File: src/rtl/uart_pkg.sv
// Shared UART constants, receiver state encoding and the bit-vote helper.
// Also used by the transmit stage for its bit-count constants.
package uart_pkg;

  localparam int OVS        = 16;
  localparam int MID_SAMPLE = 7;
  localparam int FRAME_BITS = 8;

  typedef enum logic [2:0] {
    ST_IDLE  = 3'd0,
    ST_START = 3'd1,
    ST_DATA  = 3'd2,
    ST_STOP  = 3'd3,
    ST_BREAK = 3'd4
  } rx_state_t;

  // 2-of-3 vote over three consecutive oversample ticks
  function automatic logic maj3(input logic a, input logic b, input logic c);
    return (a & b) | (a & c) | (b & c);
  endfunction

endpackage

File: src/rtl/uart_rx_if.sv
// Receiver-side bundle: serial line in, byte/handshake/status out.
// slave = the receiver, master = the consumer that drives rx/rd.
interface uart_rx_if;
  logic       rx;
  logic       rd;
  logic [7:0] dout;
  logic       data_avail;
  logic       frame_err;
  logic       overrun;
  logic       busy;

  modport slave  (input  rx, rd,
                  output dout, data_avail, frame_err, overrun, busy);
  modport master (output rx, rd,
                  input  dout, data_avail, frame_err, overrun, busy);
endinterface

File: src/rtl/uart_baud_tick.sv
// Oversample tick generator: one-clk tick every DIV clocks, restartable via clr.
// Also serves as the transmit-side baud enable.
module uart_baud_tick #(
  parameter int DIV = 326
) (
  input  logic clk,
  input  logic rst,
  input  logic clr,
  output logic tick
);

  localparam logic [15:0] TC = 16'(DIV - 1);

  logic [15:0] r_cnt;

  assign tick = (r_cnt == TC) & ~clr;

  // free-running 0..DIV-1 counter, held at 0 while clr is high
  always_ff @(posedge clk or negedge rst) begin
    if (!rst)                   r_cnt <= '0;
    else if (clr || r_cnt == TC) r_cnt <= '0;
    else                        r_cnt <= r_cnt + 16'd1;
  end

endmodule

File: src/rtl/uart_rx.sv
// 8N1 UART receiver with 16x oversampling and data_avail/rd handshake.
// Build option: UART_RX_MAJORITY_EN selects 2-of-3 voting per bit decision.
//
// state  | meaning
// -------+----------------------------------------------------------
// IDLE   | line idle, tick counter held, waiting for rx_s low
// START  | counting to mid start bit; high there = false start
// DATA   | sampling 8 data bits one bit period apart, LSB first
// STOP   | sampling stop bit; high = capture, low = framing error
// BREAK  | line held low after a framing error, wait for idle high
module uart_rx
  import uart_pkg::*;
#(
  parameter int DIV = 326
) (
  input  logic     clk,
  input  logic     rst,
  uart_rx_if.slave bus
);

  localparam logic [3:0] BIT_DEC = 4'(OVS - 1);

  rx_state_t  r_state, w_state_nxt;
  logic       r_rx_meta, r_rx_s;
  logic [3:0] r_smp;
  logic [2:0] r_bit_idx;
  logic [7:0] r_shift;
  logic [7:0] r_dout;
  logic       r_data_avail, r_frame_err, r_overrun;
  logic       w_tick, w_bit;
  logic       w_smp_clr, w_smp_inc, w_shift_en, w_capture, w_ferr_set;

`ifdef UART_RX_MAJORITY_EN
  // decisions move one tick later so the vote window 6/7/8 is centred
  localparam logic [3:0] START_DEC = 4'(MID_SAMPLE + 1);
  logic [1:0] r_hist;

  // history of the two previous oversample values for the vote
  always_ff @(posedge clk or negedge rst) begin
    if (!rst)        r_hist <= 2'b11;
    else if (w_tick) r_hist <= {r_hist[0], r_rx_s};
  end

  assign w_bit = maj3(r_hist[1], r_hist[0], r_rx_s);
`else
  localparam logic [3:0] START_DEC = 4'(MID_SAMPLE);
  assign w_bit = r_rx_s;
`endif

  uart_baud_tick #(.DIV(DIV)) u_tick (
    .clk  (clk),
    .rst  (rst),
    .clr  (r_state == ST_IDLE),
    .tick (w_tick)
  );

  // two-flop synchronizer for the asynchronous pin, idles high
  always_ff @(posedge clk or negedge rst) begin
    if (!rst) begin
      r_rx_meta <= 1'b1;
      r_rx_s    <= 1'b1;
    end else begin
      r_rx_meta <= bus.rx;
      r_rx_s    <= r_rx_meta;
    end
  end

  // state register
  always_ff @(posedge clk or negedge rst) begin
    if (!rst) r_state <= ST_IDLE;
    else      r_state <= w_state_nxt;
  end

  // next state and per-cycle datapath strobes
  always_comb begin
    w_state_nxt = r_state;
    w_smp_clr   = 1'b0;
    w_smp_inc   = 1'b0;
    w_shift_en  = 1'b0;
    w_capture   = 1'b0;
    w_ferr_set  = 1'b0;
    case (r_state)
      ST_IDLE: begin
        if (!r_rx_s) begin
          w_smp_clr   = 1'b1;
          w_state_nxt = ST_START;
        end
      end
      ST_START: begin
        if (w_tick) begin
          if (r_smp == START_DEC) begin
            w_smp_clr   = 1'b1;
            w_state_nxt = w_bit ? ST_IDLE : ST_DATA;
          end else begin
            w_smp_inc = 1'b1;
          end
        end
      end
      ST_DATA: begin
        if (w_tick) begin
          if (r_smp == BIT_DEC) begin
            w_smp_clr  = 1'b1;
            w_shift_en = 1'b1;
            if (r_bit_idx == 3'(FRAME_BITS - 1)) w_state_nxt = ST_STOP;
          end else begin
            w_smp_inc = 1'b1;
          end
        end
      end
      ST_STOP: begin
        if (w_tick) begin
          if (r_smp == BIT_DEC) begin
            w_smp_clr = 1'b1;
            if (w_bit) begin
              w_capture   = 1'b1;
              w_state_nxt = ST_IDLE;
            end else begin
              w_ferr_set  = 1'b1;
              w_state_nxt = ST_BREAK;
            end
          end else begin
            w_smp_inc = 1'b1;
          end
        end
      end
      ST_BREAK: begin
        if (r_rx_s) w_state_nxt = ST_IDLE;
      end
      default: w_state_nxt = ST_IDLE;
    endcase
  end

  // sample counter, shift register and the fabric-facing output registers
  always_ff @(posedge clk or negedge rst) begin
    if (!rst) begin
      r_smp        <= '0;
      r_bit_idx    <= '0;
      r_shift      <= '0;
      r_dout       <= '0;
      r_data_avail <= 1'b0;
      r_frame_err  <= 1'b0;
      r_overrun    <= 1'b0;
    end else begin
      if (w_smp_clr)      r_smp <= '0;
      else if (w_smp_inc) r_smp <= r_smp + 4'd1;

      if (r_state != ST_DATA) r_bit_idx <= '0;
      else if (w_shift_en)    r_bit_idx <= r_bit_idx + 3'd1;

      if (w_shift_en) r_shift <= {w_bit, r_shift[7:1]};

      r_frame_err <= w_ferr_set;
      // a read landing on the capture cycle consumes the old byte, so no overrun
      r_overrun   <= w_capture & r_data_avail & ~bus.rd;

      if (w_capture) begin
        r_dout       <= r_shift;
        r_data_avail <= 1'b1;
      end else if (bus.rd) begin
        r_data_avail <= 1'b0;
      end
    end
  end

  assign bus.dout       = r_dout;
  assign bus.data_avail = r_data_avail;
  assign bus.frame_err  = r_frame_err;
  assign bus.overrun    = r_overrun;
  assign bus.busy       = (r_state != ST_IDLE);

endmodule

File: src/flat_wrapper.sv
// flat-port wrapper written by rule: the top's interface ports become plain ports
module uart_rx_flat import uart_pkg::*;
#(
  parameter int DIV = 326
)
  (clk, rst, bus_rx, bus_rd, bus_dout, bus_data_avail, bus_frame_err, bus_overrun, bus_busy);
  uart_rx_if bus_i ();
  input  logic clk;
  input  logic rst;
  input wire logic [$bits(bus_i.rx)-1:0] bus_rx;
  input wire logic [$bits(bus_i.rd)-1:0] bus_rd;
  output wire logic [$bits(bus_i.dout)-1:0] bus_dout;
  output wire logic [$bits(bus_i.data_avail)-1:0] bus_data_avail;
  output wire logic [$bits(bus_i.frame_err)-1:0] bus_frame_err;
  output wire logic [$bits(bus_i.overrun)-1:0] bus_overrun;
  output wire logic [$bits(bus_i.busy)-1:0] bus_busy;
  assign bus_i.rx = bus_rx;
  assign bus_i.rd = bus_rd;
  assign bus_dout = bus_i.dout;
  assign bus_data_avail = bus_i.data_avail;
  assign bus_frame_err = bus_i.frame_err;
  assign bus_overrun = bus_i.overrun;
  assign bus_busy = bus_i.busy;
  uart_rx #(.DIV(DIV)) u_core (.clk(clk), .rst(rst), .bus(bus_i));
endmodule
File: config.mk
export PLATFORM = sky130hd
export DESIGN_NAME = uart_rx_flat
export DESIGN_NICKNAME = d
export VERILOG_FILES = /design/src/rtl/uart_pkg.sv /design/src/rtl/uart_rx_if.sv /design/src/rtl/uart_baud_tick.sv /design/src/rtl/uart_rx.sv /design/src/flat_wrapper.sv
export SDC_FILE = /design/constraint.sdc
export NUM_CORES = 1
export LEC_CHECK = 0
export BUFFER_PORTS_ARGS = -buffer_cell sky130_fd_sc_hd__buf_2
export CAP_MARGIN = 20
export CORE_ASPECT_RATIO = 1.75
export CORE_MARGIN = 2
export CORE_UTILIZATION = 59
export CTS_BUF_LIST = sky130_fd_sc_hd__clkbuf_16
export DETAILED_ROUTE_END_ITERATION = 12
export HOLD_SLACK_MARGIN = 0.12
export PLACE_DENSITY = 0.88
export SETUP_SLACK_MARGIN = 0.05
export SLEW_MARGIN = 0
export SYNTH_ARGS = -nofsm -noshare
export SYNTH_HDL_FRONTEND = slang
export SYNTH_SLANG_ARGS = --single-unit
File: constraint.sdc
create_clock -name clk -period 2.7 [get_ports clk]
set_clock_uncertainty 0.15 [all_clocks]
set_input_delay 0.27 -clock clk [delete_from_list [all_inputs] [get_ports clk]]
set_output_delay 0.27 -clock clk [all_outputs]
set_load 0.02 [all_outputs]
==> reports/metrics.yaml, run 1 <==
cts:
  clock_tree_from_tritoncts: "done"
  cts.repair_timing.setup_buffer_count: 0
  cts.sinks: 47
  ctsRootBufferMaster: "sky130_fd_sc_hd__clkbuf_16"
  cts_made_buffers: 5
  path_clk_slew_ns: 0.07
  insertion_delay_ns: 0.29
  clk_path_buf_depth: 2
  cts.htree.levels: 2
route:
  residual_drc_count: 0
  dr.pass1.iters: 4
  route.antenna.remaining_nets: 0
  wirelength_um: 4490
  routed_wire_length_per_instance_um: 16.9
  detailedRoute.firstIterationViolations: 48
  vias_per_cell: 6.06
  detailroute.via_count: 1613
sta:
  tightestPinTransition_ns: 0.568
  drv_slew: 0
  slew_headroom: 0.620
  period_needed_ns: 2.38
  hold_viol: 0
  max_freq_ghz: 0.419
  timing.setup.tns_ns: 0
  setup_viol_count_final: 0
  rsz0062_at_grt: "false"
  ratio_of_final_minimum_period_to_clock_period: 0.883
logic_synthesis:
  synth.top_cell.area_share: 0.494
  synthesis_warning_total: 0
  synth.cell_area_mm2: 0.00228
  syn-mean-instance-area_um2: 11.6
  synth_cell_types: 43
  syn-instance-count: 197
  synth.ff_latch_count: 47
  dominantRegCellSynth: "sky130_fd_sc_hd__dfrtp_1"
  yosys-top-cells-area: "sky130_fd_sc_hd__dfrtp_1, sky130_fd_sc_hd__mux2_4, sky130_fd_sc_hd__nor2_1"
  synth_seq_area_share: 0.517
  postSynthNetCount: 206
  async_flop_share: 1.00
  number_of_enable_flip_flop_cells_after_synthesis: 0
  synthDominantAreaCellType: "sky130_fd_sc_hd__dfrtp_1"
global_routing:
  grt_pass1_vias: 1682
  antenna_found_initial: 0
  grtUsageTotal: 0.233
  wire_length_of_the_first_global_routing_pass_um: 7650
  grt_remaining_overflow: 0
  grt_max_degree: 48
setup_path:
  setup.worst_path.class: "reg2reg"
  cp.required_ns: 2.77
  critical_path_peak_fanout: 13
  cp-start-kind: "flop"
  cp_arrival_ns: 2.45
  worst_setup_path_end_kind: "flop"
floorplanning:
  floorplan.core_area_mm2: 0.00366
  initial_core_util: 0.622
  fp-row-count: 29
  floorplan.die_area_mm2: 0.00440
  die_width_um: 51
  floorplan.die.height_um: 86.3
  floorplan.io_pins: 16
pwr:
  total_leakage_power_nw: 1.19
  sequentialPowerShare: 0.531
  max-vdd-ir-drop_mv: 0.432
  power-per-cell-area_mw_per_mm2: 515
  comb_power_share: 0.017
  sw_frac_of_total: 0.208
  switching_power_mw: 0.277
  p_clk_frac: 0.452
  p_int_mw: 1.06
final_layout:
  antennaDiodeCount: 0
  post_layout_nonfiller_instances: 266
  area_growth_syn_to_layout_pct: 13.7
  nets: 228
  mostFrequentLayoutCells: "sky130_fd_sc_hd__dfrtp_1, sky130_fd_sc_hd__nor2_1, sky130_fd_sc_hd__buf_2"
  layout_commonest_cell: "sky130_fd_sc_hd__dfrtp_1"
  post_route_cells_drive_above_1_share: 0.245
  utilization: 0.707
status:
  run_status: "complete, no violations"
worst_hold_path:
  min_delay_path_class: "reg2reg"
placement:
  hpwl_um: 3100
  gp_congestion: 0.842
  io_buffer_count: 15
  placed_cells_incl_taps: 254
run:
  max_cap_viol_count: 0
-- worst paths after layout --
path                                                  startpoint  slack (ns)  cells past startpoint                              end
worst min-delay path                  u_core.r_rx_meta$_DFF_PN1_        0.21                      0          u_core.r_rx_s$_DFF_PN1_
worst min register to register        u_core.r_rx_meta$_DFF_PN1_        0.21                      0          u_core.r_rx_s$_DFF_PN1_
max in group asynchronous                                    rst        1.60                      3          u_core.r_rx_s$_DFF_PN1_
worst max-delay path            u_core.u_tick.r_cnt[1]$_DFF_PN0_        0.32                      6      u_core.r_smp[3]$_DFFE_PN0P_
min in group asynchronous                                    rst        0.25                      2  u_core.r_bit_idx[0]$_DFFE_PN0P_
worst max register to register  u_core.u_tick.r_cnt[1]$_DFF_PN0_        0.32                      6      u_core.r_smp[3]$_DFFE_PN0P_
-- cell usage after synthesis (all sizes together), types with 2 or more instances --
cell / number
dfrtp: 45
nor2: 22
mux2: 16
nand4: 11
inv: 9
nand2: 9
xnor2: 9
nor4: 8
a21oi: 7
nand3: 7
nor3: 6
xor2: 6
ha: 5
o31ai: 4
buf: 3
o21ai: 3
and4: 2
clkbuf: 2
dfstp: 2
o21ba: 2
or3: 2
or4: 2
-- critical path, cell delays in order (launching register included) --
cell and delay [ns]:
sky130_fd_sc_hd__dfrtp_1 0.42, sky130_fd_sc_hd__inv_1 0.07, sky130_fd_sc_hd__ha_1 0.13, sky130_fd_sc_hd__nor3b_2 0.32
sky130_fd_sc_hd__nand4_1 0.45, sky130_fd_sc_hd__or4_1 0.64, sky130_fd_sc_hd__a21oi_1 0.15
-- what timing repair did --
action	CTS	global route
resized for setup	0	0
hold buffers	3	0
hold endpoints to repair	48	0
-- layout make-up --
cell class | count | area, um2
well taps | 46 | 57.6
fillers | 261 | 1070
repair buffers | 20 | 133
inverters | 9 | 33.8
clock buffers | 5 | 125
flip-flops and latches | 47 | 1180
clock inverters | 3 | 18.8
multi-input cells | 136 | 1050
-- registers in the layout, summed over array words and instances (netlist names) --
signal	flops
u_core.bus.data_avail	1
u_core.bus.dout	8
u_core.bus.frame_err	1
u_core.bus.overrun	1
u_core.r_bit_idx	3
u_core.r_rx_meta	1
u_core.r_rx_s	1
u_core.r_shift	8
u_core.r_smp	4
u_core.r_state	3
u_core.u_tick.r_cnt	16
-- power groups by stage --
stage	combinational (mW)	clock, mW	sequential (mW)
floorplan	0.000527	0	0.721
global placement	0.0162	0	0.722
CTS	0.0195	0.614	0.709
finish	0.0223	0.603	0.709
global route	0.0255	0.642	0.709
detailed placement	0.0163	0	0.722
-- routing by layer --
layer,track usage,routed length [um]
met2,0.423,2620
met4,0.125,80
met1,0.247,1690
met3,0.0431,97
met5,0,0
-- logic make-up after synthesis --
| logic type | Yosys count | synth area share |
|---|---|---|
| xor gates and xnor gates | 15 | 0.0576 |
| muxes | 16 | 0.0922 |
| and+or+nand+nor | 76 | 0.208 |
| DFF | 47 | 0.517 |
| AOI/OAI and AO/OA | 24 | 0.0730 |
| buffers and inverters | 14 | 0.0247 |
| adders and majority gates | 5 | 0.0274 |
-- stage by stage --
step,setup WS [ns],power (mW),instance area (um2),hold slack [ns]
CTS,0.319,1.34,2570,0.210
floorplan,0.629,0.722,2280,-0.176
finish,0.316,1.33,2590,0.210
global placement,0.428,0.738,2400,0.203
detailed placement,0.344,0.738,2400,0.201
global route,0.172,1.38,2590,0.217
Power figures use the tool's default switching activity.
==> run 2: changes to the inputs <==
==> constraint.sdc (replaced) <==
create_clock -name clk -period 2.7 [get_ports clk]
set_clock_uncertainty 0.15 [all_clocks]
set_input_delay 0.405 -clock clk [delete_from_list [all_inputs] [get_ports clk]]
set_output_delay 0.405 -clock clk [all_outputs]
set_load 0.02 [all_outputs]
==> run 2 against run 1 <==
Register-to-register slack lost 0.03 ns. Critical path depth unchanged. Combinational power shrank 16%. Clock power rose by 15%. Sequential power about the same. Largest power group unchanged.
==> reports/metrics.yaml, run 2 (synthesis gave the netlist of run 1 again) <==
status:
  run_status: "complete, no violations"
global_routing:
  grt_remaining_overflow: 0  # unchanged
  wire_length_of_the_first_global_routing_pass_um: 7690  # +0.54%
  grt_max_degree: 48  # unchanged
  grtUsageTotal: 0.237  # +0.00372
  grt_pass1_vias: 1650  # -1.9%
  antenna_found_initial: 0  # unchanged
floorplanning:
  floorplan.io_pins: 16  # unchanged
  fp-row-count: 29  # unchanged
  die_width_um: 51  # unchanged
  floorplan.die.height_um: 86.3  # unchanged
  floorplan.core_area_mm2: 0.00366  # unchanged
  floorplan.die_area_mm2: 0.00440  # unchanged
  initial_core_util: 0.622  # unchanged
cts:
  ctsRootBufferMaster: "sky130_fd_sc_hd__clkbuf_16"
  cts_made_buffers: 5  # unchanged
  postCtsResizedCells: 0  # unchanged
  insertion_delay_ns: 0.29  # about the same
  hold_buffers: 2  # -1
  clock_tree_from_tritoncts: "done"
  path_clk_slew_ns: 0.06  # about the same
  cts.htree.levels: 2  # unchanged
  clk_path_buf_depth: 2  # unchanged
  cts.sinks: 47  # unchanged
  cts.repair_timing.setup_buffer_count: 0  # unchanged
route:
  dr.pass1.iters: 4  # unchanged
  route.antenna.remaining_nets: 0  # unchanged
  vias_per_cell: 5.99  # -1.2%
  wirelength_um: 4560  # +1.6%
  residual_drc_count: 0  # unchanged
  routed_wire_length_per_instance_um: 17.2  # +2.0%
  detailroute.via_count: 1587  # -1.6%
  detailedRoute.firstIterationViolations: 40  # -17%
placement:
  io_buffer_count: 15  # unchanged
  gp_congestion: 0.842  # about the same
  placed_cells_incl_taps: 255  # +0.39%
  hpwl_um: 3050  # -1.6%
final_layout:
  layout_commonest_cell: "sky130_fd_sc_hd__dfrtp_1"
  post_route_cells_drive_above_1_share: 0.242  # -0.00345
  layout.filler_cells: 258  # -1.1%
  largest_register_ff_count: 16  # unchanged
  mostFrequentLayoutCells: "sky130_fd_sc_hd__dfrtp_1, sky130_fd_sc_hd__nor2_1, sky130_fd_sc_hd__buf_2"
  area_growth_syn_to_layout_pct: 13.7  # about the same
  post_layout_nonfiller_instances: 265  # -0.38%
  utilization: 0.708  # about the same
  nets: 227  # -0.44%
  largest-register: "u_core.u_tick.r_cnt"
  antennaDiodeCount: 0  # unchanged
pwr:
  power-per-cell-area_mw_per_mm2: 547  # +6.2%
  total_leakage_power_nw: 1.19  # about the same
  max-vdd-ir-drop_mv: 0.444  # +2.9%
  report.power.total_mw: 1.42  # +6.3%
sta:
  setup_viol_count_final: 0  # unchanged
  timing.setup.tns_ns: 0  # unchanged
  drv_slew: 0  # unchanged
  tightestPinTransition_ns: 0.588  # +0.0197 ns
  ratio_of_final_minimum_period_to_clock_period: 0.895  # +0.0121
  hold_viol: 0  # unchanged
  rsz0062_at_grt: "false"
  max_freq_ghz: 0.414  # -1.4%
  slew_headroom: 0.607  # -0.0132
  period_needed_ns: 2.42  # +0.0328 ns
setup_path:
  cp_arrival_ns: 2.48  # +0.03 ns
  reg_to_reg_slack_setup_ns: 0.28  # -0.03 ns
  timing.critical_path.depth: 6  # unchanged
  crit_path_cell_trace: "inv_1, ha_1, nor3b_2, nand4_1, or4_1, a21oi_1"
  worst_setup_path_end_kind: "flop"
  cp.required_ns: 2.76  # about the same
  setup.worst_path.class: "reg2reg"
  critPathMaxStageDelay_ns: 0.65  # about the same
  path_buf_inv: 1  # unchanged
  timing.critical_path.max_delay_family: "simple AND/OR/NAND/NOR gates"
  cp-start-kind: "flop"
  critical_path_peak_fanout: 13  # unchanged
  ff2ff_path_depth: 6  # unchanged
  crit_path_top_delay_cell: "sky130_fd_sc_hd__or4_1"
run:
  max_cap_viol_count: 0  # unchanged
worst_hold_path:
  whs_path_depth: 2  # +2
  min_delay_path_class: "in2reg"
## run 2: changes by cell type in the layout (fill, tap and decap cells not counted)
cell	delta
sky130_fd_sc_hd__bufinv_16	+1
sky130_fd_sc_hd__dlygate4sd3_1	-1
sky130_fd_sc_hd__buf_12	-1
sky130_fd_sc_hd__clkinv_2	-2
sky130_fd_sc_hd__clkinv_1	+1
sky130_fd_sc_hd__buf_4	+1
## run 2: report_power, final
group | switching [mW] | internal (mW)
Sequential | 0.00201 | 0.707
Clock | 0.254 | 0.436
Combinational | 0.0141 | 0.00472
Total | 0.270 | 1.15
## run 2: final timing paths
| kind | startpoint | endpoint |
|---|---|---|
| max | u_core.u_tick.r_cnt[1]$_DFF_PN0_ | u_core.r_smp[3]$_DFFE_PN0P_ |
| min | bus_rd | u_core.bus.overrun$_DFF_PN0_ |
| max reg2reg | u_core.u_tick.r_cnt[1]$_DFF_PN0_ | u_core.r_smp[3]$_DFFE_PN0P_ |
| min reg2reg | u_core.r_rx_meta$_DFF_PN1_ | u_core.r_rx_s$_DFF_PN1_ |
| max in group asynchronous | rst | u_core.bus.dout[4]$_DFFE_PN0P_ |
| min in group asynchronous | rst | u_core.r_bit_idx[0]$_DFFE_PN0P_ |
## run 2: cell type report
cell class / count / area, um2 / share of cell area
tap: 46 / 57.6 / 0.0222
clock inverter: 3 / 42.5 / 0.0164
inverter: 9 / 33.8 / 0.0130
multi-input combinational: 136 / 1050 / 0.403
sequential: 47 / 1180 / 0.454
clock buffer: 5 / 125 / 0.0482
timing repair buffer: 19 / 110 / 0.0425
## run 2: layer usage
| layer | routed length (um) | track usage | up-vias |
|---|---|---|---|
| met5 | 0 | 0 | - |
| met4 | 146 | 0.128 | 0 |
| met3 | 129 | 0.0414 | 15 |
| met2 | 2540 | 0.421 | 38 |
| met1 | 1740 | 0.260 | 783 |
| li1 | - | - | 751 |
## run 2: worst register-to-register path, delay by kind of cell (launching register included)
| kind | cells | cell delay [ns] |
|---|---|---|
| buffers and inverters | 1 | 0.08 |
| AO/OA/AOI/OAI | 1 | 0.16 |
| AND/OR/NAND/NOR | 3 | 1.40 |
| adder cells (fa/ha/maj) | 1 | 0.13 |
| flip-flops | 1 | 0.42 |
## run 2: through the flow
step / cell area (um2) / hold slack (ns) / setup slack [ns]
final: 2590 / 0.169 / 0.283
after global routing: 2590 / 0.169 / 0.174
after CTS: 2590 / 0.168 / 0.293
after detailed placement: 2410 / 0.201 / 0.338
after global placement: 2410 / 0.203 / 0.424
after floorplan: 2280 / -0.0406 / 0.629
